$ cat config.mk
export PLATFORM = sky130hd
export DESIGN_NAME = mem_resp_bank
export DESIGN_NICKNAME = d
export VERILOG_FILES = /design/src/rtl/mem_resp_bank.sv
export SDC_FILE = /design/constraint.sdc
export NUM_CORES = 1
export LEC_CHECK = 0
export ABC_AREA = 1
export CORE_ASPECT_RATIO = 0.7
export CORE_MARGIN = 1
export CORE_UTILIZATION = 50
export CTS_CLUSTER_DIAMETER = 100
export DETAILED_ROUTE_END_ITERATION = 8
export GPL_ROUTABILITY_DRIVEN = 0
export PLACE_DENSITY = 0.73
export RECOVER_POWER = 50
export SYNTH_ARGS = -nofsm -noshare
export SYNTH_HDL_FRONTEND = slang
export SYNTH_SLANG_ARGS = --single-unit
$ cat constraint.sdc
create_clock -name clk -period 1.93 [get_ports clk]
set_input_delay 0.2895 -clock clk [delete_from_list [all_inputs] [get_ports clk]]
set_output_delay 0.2895 -clock clk [all_outputs]
set_load 0.03 [all_outputs]
$ cat src/rtl/mem_resp_bank.sv
// Purpose : write-captured register bank (2**AW x BW) with a registered readback port.
// Latency : writes visible to reads accepted on the next edge; read data valid the cycle after grant.
// Backpress: one-entry output stage; rd_rdy=0 holds rd_data and stalls new requests (rd_gnt=0).
//
// Ports:
//   clk, rst_n                    clock, asynchronous active-low reset
//   mem_wr, mem_addr, mem_data    write bus (mem_wr qualifies the cycle)
//   rd_req, rd_addr, rd_gnt       read request / combinational accept
//   rd_vld, rd_data, rd_rdy       registered read output with valid/ready handshake
//   wr_map                        per-entry "written since reset" flags
//   wr_cnt                        saturating count of accepted writes
//
// Optional feature: define MEM_RESP_BYPASS_EN to forward same-edge write data
// to a read of the same address; otherwise such a read returns the old contents.
module mem_resp_bank #(
    parameter int BW = 8,
    parameter int AW = 2
) (
    input  logic              clk,
    input  logic              rst_n,
    input  logic              mem_wr,
    input  logic [AW-1:0]     mem_addr,
    input  logic [BW-1:0]     mem_data,
    input  logic              rd_req,
    input  logic [AW-1:0]     rd_addr,
    output logic              rd_gnt,
    output logic              rd_vld,
    output logic [BW-1:0]     rd_data,
    input  logic              rd_rdy,
    output logic [2**AW-1:0]  wr_map,
    output logic [15:0]       wr_cnt
);

    localparam int NE = 2**AW;

    typedef enum logic {
        ST_EMPTY = 1'b0,
        ST_FULL  = 1'b1
    } state_t;

    state_t          state;
    state_t          state_nxt;
    logic            rd_load;
    logic [BW-1:0]   rd_src;
    logic [BW-1:0]   bank [NE];

    // Write side: bank, written-map and saturating write counter.
    always_ff @(posedge clk or negedge rst_n) begin
        if (!rst_n) begin
            for (int i = 0; i < NE; i++) begin
                bank[i] <= '0;
            end
            wr_map <= '0;
            wr_cnt <= '0;
        end else if (mem_wr) begin
            bank[mem_addr]   <= mem_data;
            wr_map[mem_addr] <= 1'b1;
            if (wr_cnt != 16'hFFFF) begin
                wr_cnt <= wr_cnt + 16'd1;
            end
        end
    end

    // Read source. Forwarding only touches the data path; rd_gnt stays
    // independent of the write bus.
    always_comb begin
        rd_src = bank[rd_addr];
`ifdef MEM_RESP_BYPASS_EN
        if (mem_wr && (mem_addr == rd_addr)) begin
            rd_src = mem_data;
        end
`endif
    end

    // Output stage state register.
    always_ff @(posedge clk or negedge rst_n) begin
        if (!rst_n) begin
            state <= ST_EMPTY;
        end else begin
            state <= state_nxt;
        end
    end

    // Next state and accept logic. A full stage can be reloaded in the same
    // cycle its content is consumed, giving one read per cycle.
    always_comb begin
        state_nxt = state;
        rd_load   = 1'b0;
        rd_gnt    = 1'b0;
        case (state)
            ST_EMPTY: begin
                rd_gnt = rd_req;
                if (rd_req) begin
                    state_nxt = ST_FULL;
                    rd_load   = 1'b1;
                end
            end
            ST_FULL: begin
                rd_gnt = rd_req & rd_rdy;
                if (rd_rdy) begin
                    if (rd_req) begin
                        rd_load = 1'b1;
                    end else begin
                        state_nxt = ST_EMPTY;
                    end
                end
            end
            default: begin
                state_nxt = ST_EMPTY;
            end
        endcase
    end

    assign rd_vld = (state == ST_FULL);

    // Captured data is a snapshot; later writes to the same entry do not alter it.
    always_ff @(posedge clk or negedge rst_n) begin
        if (!rst_n) begin
            rd_data <= '0;
        end else if (rd_load) begin
            rd_data <= rd_src;
        end
    end

endmodule
==> results <==
- Setup violations remaining at the end of the flow were counted as 0.
- In the final timing run, aggregate negative setup slack is 0 ps.
- Leaving out fill and tap cells, the most frequent cell in the layout is sky130_fd_sc_hd__nand2_1.
- In this run the most critical hold path is launched from wr_map[2].
- Averaged over all synthesized cells, the footprint is 8.171 um^2.
- The max-cap violation count is 0.
- The largest fanout on the critical path is 6.
- Counting along the longest clock path gives a buffer depth of 2.
- The initial standard-cell utilization of the core is 53.95%.
- From synthesis to final layout, the design area changed by 25.83%.
- For this run, the detailed router's first-pass iteration total came to 5.
- The flow ran to the end, and the final reports show no timing, DRC or antenna violations.
- The synthesized design contains 61 register bits.
- The post-detailed-route count of antenna-violating nets is 0.
- Headroom to the max-slew limit came out at 45.59%.
- The achievable clock frequency is 547.2 MHz.
- The mean number of vias per cell is 5.222.
- The post-synth net total is 376.
- The category of the worst setup path launch point is a flip-flop.
- The analysis attributes to cell leakage a power of 1.715 nW.
- In this run the worst hold path is classified as reg2reg.
- The repair_antennas step left the layout with diodes totalling 0.
- The slowest stage of the critical path is the sky130_fd_sc_hd__clkdlybuf4s50_1 cell.
- The endpoint arrival time on the critical path is 1540 ps.
- The critical path goes through clkdlybuf4s50_1.
- The number of antenna violations at the first check in global routing is 0.
- The remaining global-route overflow is 0.
- The half-perimeter wire length after placement is 4758 um.
- For this run, design rule violations remaining after detail routing come to 0.
- STA classifies the critical path endpoint as a primary output.
- The count of pins over their slew limit is 0.
- The final clock period utilization by the worst path is 94.68%.
- The overall track demand over capacity in global routing is 23.85%.
- The mean routed wirelength per cell is 13.43 um.
- The largest stage delay on the critical path is 720 ps.
- The reg-to-reg critical path endpoint is wr_cnt[2].
- The instance count after placement with tap cells included is 475.
- The count of endpoints failing hold in the final timing report was 0.
- After the last flow step, the layout net total stands at 433.
- For this run, the number of standard cells in the final layout without fillers is 492.
- The placed instances occupy a cell area of 0.003487 mm^2.
- The number of H-tree levels is 3.
- The mapped netlist covers 0.002925 mm^2.
- The first-iteration detailed-routing DRC count is 196.
- 47 I/O pins were placed.
- The fill cell total of the finished layout is 457.
- The wire length of the first global-routing pass is 10670 um.
- The number of synthesis warnings is 0.
- The TritonCTS clock tree is built.
- The worst register-to-register path has a depth of 6.
- The width of the die is 93.42 um.
- With fillers left out, the area of the finished cells amounts to 0.003681 mm^2.
- The required time at the worst-slack endpoint is 1640 ps.
- The clock buffer count from CTS is 9.
- The sequential element share of the synthesized area is 52.18%.
- The total die area is 0.006165 mm^2.
- Clock latency on the worst-skew pair, taken at its later pin, is 340 ps.
- In this run the power density over the cells is 1004 mW/mm^2.
- Counting flops with a built-in enable in the synthesized netlist gives 0.
- The timing startpoint of the critical path is wr_cnt[2].
- The category of the most critical setup path is reg2out.
- The most common flop cell mapped by yosys is sky130_fd_sc_hd__dfrtp_1.
- Entering global routing, the biggest net connects 62 pins.
- Counting flops with an async set or reset pin after synthesis yields a share of 100.0%.
- On the critical path the largest part of the delay comes from buffers and inverters.
- The number of buffers added on ports is 46.
- The final route contains 2569 vias.
- The count of buffering cells on the critical path with inverters included is 1.
- The clock-pin slew of the registers on the worst-case setup and hold paths is 60 ps.
- For hold timing, the worst endpoint is wr_map[2].
- On the final layout, the worst clock skew is 11.60 ps.
- The post-cts resize count is 0.
- The number of different library cells in the post-synthesis netlist is 23.
- The cell count after synthesis came out at 358.
- VDD sags by at most 0.7609 mV.
- The number of stages on the worst hold path is 2.
- In this run the clock root is driven by a sky130_fd_sc_hd__clkbuf_8.
- Setup repair after global routing left no endpoint under its margin.
- Leaving out fill and tap cells, the most frequent cells in the layout are sky130_fd_sc_hd__nand2_1 (96), sky130_fd_sc_hd__dfrtp_1 (61), sky130_fd_sc_hd__nor2_1 (55).
- The number of global-route vias before repair is 2171.
- The internal reg-to-reg setup slack is 210 ps.
- In the final layout, the share of cells above drive strength 1 is 10.95%.
- From bottom edge to top edge, the die measures 66.00 um.
- The aggregate routed wire length is 6607 um.
- The tree built by TritonCTS fans out to 61 sinks.
- The core box area is 0.005423 mm^2.
- The reg-to-reg critical path startpoint is wr_cnt[0].
- Row generation in the floorplan step produced 22 rows.
- The final critical-path required period is 1827 ps.
- The final hold slack is 468.3 ps.
- The transition at the pin with the smallest max-transition slack is 816.1 ps.
-- flip-flops by register name (all words and copies together) (netlist names) --
| register | count |
|---|---|
| bank | 32 |
| rd_data | 8 |
| rd_vld | 1 |
| wr_cnt | 16 |
| wr_map | 4 |
-- Yosys cell counts, types with 2 or more instances --
cell type	instances	area (um^2)
sky130_fd_sc_hd__nand4_1	4	25.02
sky130_fd_sc_hd__nand2_1	96	360.4
sky130_fd_sc_hd__nor2_1	55	206.5
sky130_fd_sc_hd__nand3_1	11	55.05
sky130_fd_sc_hd__clkbuf_1	5	18.77
sky130_fd_sc_hd__inv_1	28	105.1
sky130_fd_sc_hd__dfrtp_1	61	1526
sky130_fd_sc_hd__xor2_1	2	17.52
sky130_fd_sc_hd__o21ai_0	52	260.3
sky130_fd_sc_hd__xnor2_1	5	43.79
sky130_fd_sc_hd__inv_2	2	7.510
sky130_fd_sc_hd__buf_2	4	20.02
sky130_fd_sc_hd__buf_6	2	22.52
sky130_fd_sc_hd__nand2_2	5	31.28
sky130_fd_sc_hd__o21ai_2	4	35.03
sky130_fd_sc_hd__nor2_2	4	25.02
sky130_fd_sc_hd__nor2_4	5	56.30
sky130_fd_sc_hd__a31oi_1	8	50.05
-- power breakdown --
group	internal (mW)	switching, mW
combinational	0.348	0.510
clock	0.700	0.492
sequential	1.47	0.169
total	2.52	1.17
-- layer usage --
layer  global-route usage, %  share of wire, %  up-vias
li1                        -                 -     1257
met1                   35.62                50     1209
met2                   33.00                41       93
met3                   6.322               7.6       10
met4                   8.654               1.2        0
met5                       0                 0        -
-- worst max path at each step --
stage / end / cells after the start / slack [ps]
after floorplan: wr_cnt[5] / 9 / 240
after global placement: wr_cnt[2] / 6 / 280
after detailed placement: wr_cnt[2] / 6 / 230
after CTS: wr_cnt[2] / 1 / 80
after global routing: wr_cnt[2] / 1 / 40
final: wr_cnt[2] / 1 / 100
-- cell families (layout without fill, tap and decap cells) --
family,Yosys count,after routing,share of synthesized area (%)
compound gates,64,64,11.80
simple gates,183,183,27.03
fa+ha+maj,1,1,0.4276
flops,61,61,52.18
buf+inv,42,104,6.458
xor+xnor,7,7,2.096
-- metrics by stage --
stage	utilization (%)	total power, mW	setup slack [ps]
2_1_floorplan	-	2.165	242.7
5_1_grt	67.88	3.881	43.26
3_5_place_dp	64.31	2.529	234.2
6_report	67.88	3.696	102.6
4_1_cts	68.39	3.732	83.03
3_3_place_gp	64.31	2.506	281.2
-- cell type report --
type / count / area, um^2 / share of cell area, %
timing repair buffer: 58 / 530.5 / 14.41
multi-input combinational: 255 / 1210 / 32.87
inverter: 30 / 112.6 / 3.059
clock inverter: 3 / 42.54 / 1.156
tap: 72 / 90.09 / 2.447
sequential: 61 / 1526 / 41.47
clock buffer: 13 / 168.9 / 4.589
-- timing repair --
action | CTS | global route
hold buffers | 1 | 0
endpoints found under the hold margin | 61 | 0
buffers inserted | 0 | 0
(Power assumes the default switching activity.)
